`config.mk`:
```
export PLATFORM = sky130hd
export DESIGN_NAME = matmul_sequencer
export DESIGN_NICKNAME = d
export VERILOG_FILES = /design/src/rtl/matmul_sequencer.sv
export SDC_FILE = /design/constraint.sdc
export NUM_CORES = 1
export LEC_CHECK = 0
export CAP_MARGIN = 20
export CORE_ASPECT_RATIO = 1.5
export CORE_UTILIZATION = 50
export CTS_BUF_LIST = sky130_fd_sc_hd__clkbuf_4 sky130_fd_sc_hd__clkbuf_8
export CTS_CLUSTER_DIAMETER = 40
export DETAILED_ROUTE_END_ITERATION = 7
export PLACE_DENSITY = 0.84
export SLEW_MARGIN = 20
export SYNTH_ARGS = -nofsm -noshare
export SYNTH_HDL_FRONTEND = slang
export SYNTH_SLANG_ARGS = --single-unit
```
`constraint.sdc`:
```
create_clock -name clk -period 3.59 [get_ports clk]
set_input_delay 0.718 -clock clk [delete_from_list [all_inputs] [get_ports clk]]
set_output_delay 0.718 -clock clk [all_outputs]
set_load 0.03 [all_outputs]
```
`src/rtl/matmul_sequencer.sv`:
```
// Run-level sequencer for the 128-lane matmul datapath: walks A/B row addresses
// row-major, tracks operand pairs through the read+adder-tree latency and emits result writes.
module matmul_sequencer #(
    parameter int A_ADDR_WIDTH   = 6,
    parameter int B_ADDR_WIDTH   = 6,
    parameter int OUT_ADDR_WIDTH = 12,
    parameter int PIPE_LAT       = 8
) (
    input  logic                      clk,
    input  logic                      rst,
    input  logic                      start,
    input  logic                      abort,
    input  logic [A_ADDR_WIDTH-1:0]   cfg_rows_a,
    input  logic [B_ADDR_WIDTH-1:0]   cfg_rows_b,
    output logic                      en_A,
    output logic                      en_B,
    output logic                      we_A,
    output logic                      we_B,
    output logic [A_ADDR_WIDTH-1:0]   addr_A,
    output logic [B_ADDR_WIDTH-1:0]   addr_B,
    output logic                      en_out,
    output logic                      we_out,
    output logic [OUT_ADDR_WIDTH-1:0] addr_out,
    output logic                      busy,
    output logic                      done
);

    typedef enum logic [1:0] {S_IDLE, S_RUN, S_DRAIN, S_DONE} state_t;

    // Only the tail bit set means the final result is being written this cycle.
    localparam logic [PIPE_LAT-1:0] TAIL_ONLY = PIPE_LAT'(1) << (PIPE_LAT - 1);

    state_t                    state_q, state_d;
    logic [A_ADDR_WIDTH-1:0]   cfg_a_q, cfg_a_d;
    logic [B_ADDR_WIDTH-1:0]   cfg_b_q, cfg_b_d;
    logic [A_ADDR_WIDTH-1:0]   addr_a_q, addr_a_d;
    logic [B_ADDR_WIDTH-1:0]   addr_b_q, addr_b_d;
    logic                      en_ab_q, en_ab_d;
    logic [PIPE_LAT-1:0]       vld_pipe_q, vld_pipe_d;
    logic [OUT_ADDR_WIDTH-1:0] out_cnt_q, out_cnt_d;
    logic                      busy_q, busy_d;
    logic                      done_q, done_d;

    always_comb begin
        state_d    = state_q;
        cfg_a_d    = cfg_a_q;
        cfg_b_d    = cfg_b_q;
        addr_a_d   = addr_a_q;
        addr_b_d   = addr_b_q;
        en_ab_d    = en_ab_q;
        vld_pipe_d = (vld_pipe_q << 1) | PIPE_LAT'(en_ab_q);
        out_cnt_d  = vld_pipe_q[PIPE_LAT-1] ? out_cnt_q + OUT_ADDR_WIDTH'(1) : out_cnt_q;

        case (state_q)
            S_IDLE: begin
                if (start && !abort) begin
                    state_d   = S_RUN;
                    cfg_a_d   = cfg_rows_a;
                    cfg_b_d   = cfg_rows_b;
                    addr_a_d  = '0;
                    addr_b_d  = '0;
                    en_ab_d   = 1'b1;
                    out_cnt_d = '0;
                end
            end
            S_RUN: begin
                // addr_*_q hold the pair being issued this cycle; compute the next one.
                if (addr_b_q == cfg_b_q) begin
                    addr_b_d = '0;
                    if (addr_a_q == cfg_a_q) begin
                        state_d  = S_DRAIN;
                        addr_a_d = '0;
                        en_ab_d  = 1'b0;
                    end else begin
                        addr_a_d = addr_a_q + A_ADDR_WIDTH'(1);
                    end
                end else begin
                    addr_b_d = addr_b_q + B_ADDR_WIDTH'(1);
                end
            end
            S_DRAIN: begin
                if (vld_pipe_q == TAIL_ONLY) state_d = S_DONE;
            end
            S_DONE: begin
                state_d = S_IDLE;
            end
            default: state_d = S_IDLE;
        endcase

        if (abort && (state_q == S_RUN || state_q == S_DRAIN)) begin
            state_d    = S_IDLE;
            addr_a_d   = '0;
            addr_b_d   = '0;
            en_ab_d    = 1'b0;
            vld_pipe_d = '0;
        end

        busy_d = (state_d == S_RUN) || (state_d == S_DRAIN);
        done_d = (state_d == S_DONE);
    end

    always_ff @(posedge clk) begin
        if (rst) begin
            state_q    <= S_IDLE;
            cfg_a_q    <= '0;
            cfg_b_q    <= '0;
            addr_a_q   <= '0;
            addr_b_q   <= '0;
            en_ab_q    <= 1'b0;
            vld_pipe_q <= '0;
            out_cnt_q  <= '0;
            busy_q     <= 1'b0;
            done_q     <= 1'b0;
        end else begin
            state_q    <= state_d;
            cfg_a_q    <= cfg_a_d;
            cfg_b_q    <= cfg_b_d;
            addr_a_q   <= addr_a_d;
            addr_b_q   <= addr_b_d;
            en_ab_q    <= en_ab_d;
            vld_pipe_q <= vld_pipe_d;
            out_cnt_q  <= out_cnt_d;
            busy_q     <= busy_d;
            done_q     <= done_d;
        end
    end

    assign en_A     = en_ab_q;
    assign en_B     = en_ab_q;
    assign we_A     = 1'b0;
    assign we_B     = 1'b0;
    assign addr_A   = addr_a_q;
    assign addr_B   = addr_b_q;
    assign en_out   = vld_pipe_q[PIPE_LAT-1];
    assign we_out   = vld_pipe_q[PIPE_LAT-1];
    assign addr_out = out_cnt_q;
    assign busy     = busy_q;
    assign done     = done_q;

endmodule
```
==> results.cfg <==
[run_status]
status = finished, violations left
violations = DRC

[final_layout]
syn_to_final_growth_pct = 23.7
drive_above_1_share = 0.0608
antenna_cells = 0
nNetsFinal = 321

[sta]
maxSlewHeadroom = 0.548
rsz0062_at_grt = false
setup_tns_ps = 0
layout_min_cycle_time_ps = 2340
fmax_mhz = 428
worst_pin_slew_ps = 676
fin_crit_sh = 0.651
final_max_slew_viol_count = 0
setup-violations-final = 0
hold_viol_final = 0
finalClockSkew_ps = 5.62
fin_ws_ps = 1250

[route]
routed_wl_um = 4400
topRoutingLayerUsed = met4
drcViolationCount = 6
m1WireLength_um = 1850
vias_per_cell = 5.39
wl_per_cell_um = 12.9
drt_iter0_markers = 105
detail-route-antenna-nets = 0
wl_met3_um = 194
first_pass_iters = 6
dr_wl_met2_um = 2270
via_count = 1843

[yosys]
synth_area_per_cell_um2 = 8.84
synth_cell_types = 43
ys_seq_elements = 49
yosys_warnings = 0
synth_top_area_cell = dfxtp_1
synthCells = 255
syn-cell-area_um2 = 2250
async_reset_ff_frac = 0
yosysTopAreaCellShare = 0.435
synth_area_leaders = dfxtp_1 44%, xor2_1 8.5%, nand2_1 7.7%, a21oi_1 4.4%, ha_1 4.4%
ys.flop_type = dfxtp_1
synth_edf_count = 0
ys_seq_area_frac = 0.435

[clock_network]
clk_latency_ps = 300
cts_hold_buf = 0
cts.sinks = 49
clk_path_buf_depth = 2
cts_setup_buffers = 0
postCtsResizedCells = 0
clk_pin_slew_worst_paths_ps = 80
cts_root_buf = clkbuf_8
cts_tree = built
htree_levels = 2
cts_buffers = 5

[setup_path]
crit_required_ps = 3790
start_kind = input pin
worstPathArrival_ps = 2540
worst-setup-path-type = in2reg
cpMaxStageDelayCell = clkdlybuf4s50_1
max_stage_delay_ps = 690
r2r_setup_slack_ps = 1310
path_max_fanout = 17
path_cells = clkdlybuf4s50_1 -> a21oi_1 -> nand2_1 -> a21oi_2 -> nand2b_1 -> o311ai_2
reg2regPathDepth = 7
critPathCaptureType = register

[worst_hold_path]
hp-class = reg2reg
hold_depth = 1

[floorplanning]
rows = 29
die_area_um2 = 4790
ios = 48
initial_core_util = 0.527
die_h_um = 84.2
core_area_um2 = 4280
fp.dieW_um = 56.8

[global_routing]
grt-ovfl-total = 0
grt_pass1_vias = 1715
antenna_found_initial = 0
grt_pass1_wl_um = 7580
grt_use_total = 0.201
grt_max_degree = 20

[pwr]
p_leak_nw = 1.09
powerDensity_nw_per_um2 = 404
peakVddDrop_uv = 319

[job]
maxCapViolCount = 0

[placement]
gp_congestion = 0.849
hpwl_um = 3310
pre_cts_slack_ps = 939
io_buffers = 45
==> path summary, 6_finish.rpt <==
path                      start             to
setup / recovery            rst      addr_A[5]
hold / removal    vld_pipe_q[0]  vld_pipe_q[1]
setup reg to reg      addr_B[2]           busy
hold reg to reg   vld_pipe_q[0]  vld_pipe_q[1]
==> cell usage in the layout, fill, tap and decap left out, drive strengths merged, types with 2 or more instances in the layout <==
cell type,n
a21oi,21
a22o,2
and2,7
and3,3
buf,2
clkbuf,5
clkdlybuf4s50,45
conb,2
dfxtp,49
ha,8
inv,3
mux2i,2
nand2,46
nand2b,3
nand3,9
nand4,5
nor2,20
nor2b,6
nor3b,2
nor4,3
nor4b,2
o21ai,7
or2,2
or3,3
xnor2,3
xor2,22
==> kinds of logic after synthesis <==
| kind of cell | share of synthesized area |
|---|---|
| buffers and inverters | 0.0344 |
| other | 0.00166 |
| muxes | 0.00888 |
| and+or+nand+nor | 0.269 |
| xor gates and xnor gates | 0.0971 |
| adders and majority gates | 0.0444 |
| DFF | 0.435 |
| AOI/OAI and AO/OA | 0.110 |
==> synthesized netlist by cell type (2+ instances only) <==
| master | count |
|---|---|
| a21oi_1 | 20 |
| and2_1 | 7 |
| and3_1 | 3 |
| buf_2 | 2 |
| buf_4 | 4 |
| clkbuf_1 | 7 |
| dfxtp_1 | 49 |
| ha_1 | 8 |
| inv_1 | 3 |
| mux2i_1 | 2 |
| nand2_1 | 46 |
| nand2b_1 | 3 |
| nand3_1 | 8 |
| nand4_1 | 5 |
| nor2_1 | 20 |
| nor2b_1 | 6 |
| nor3b_1 | 2 |
| nor4_4 | 2 |
| nor4b_1 | 2 |
| o21ai_0 | 7 |
| or2_2 | 2 |
| or3_1 | 3 |
| xnor2_1 | 3 |
| xor2_1 | 22 |
==> report_power, final <==
part | switching (mW) | internal, mW
sequential | 0.0226 | 0.567
combinational | 0.139 | 0.102
clock | 0.167 | 0.128
total | 0.328 | 0.798
==> flip-flops by register name (all words and copies together), names as in the netlist <==
register	flops
busy	1
cfg_a_q	6
addr_out	12
state_q	2
vld_pipe_q	8
done	1
en_A	1
cfg_b_q	6
addr_B	6
addr_A	6
==> critical path, delay by kind of cell <==
kind	cells	cell delay [ps]
simple gates	2	250
compound gates	3	870
buf+inv	1	690
==> layout make-up <==
type                       instances  area (um^2)
clock buffer                       5         68.8
clock inverter                     1         5.00
fill                             361         1490
inverter                           3         11.3
multi-input combinational        191         1200
sequential                        49          981
tap                               46         57.6
timing repair buffer              47          465
==> metal layers <==
| metal | GRT usage | up-vias |
|---|---|---|
| li1 | - | 937 |
| met1 | 0.232 | 841 |
| met2 | 0.351 | 57 |
| met3 | 0.0447 | 8 |
| met4 | 0.0865 | 0 |
| met5 | 0 | - |
==> through the flow <==
stage | hold WS (ps) | cells | area [um^2] | power (mW) | util
after floorplan | 430 | 256 | 2260 | 0.772 | -
after global placement | 440 | 336 | 2720 | 0.839 | 0.634
after detailed placement | 444 | 336 | 2720 | 0.843 | 0.634
after CTS | 468 | 342 | 2790 | 1.14 | 0.651
after global routing | 488 | 342 | 2790 | 1.19 | 0.651
final | 463 | 342 | 2790 | 1.13 | 0.651
No activity file was read; power rests on OpenSTA's default activity.
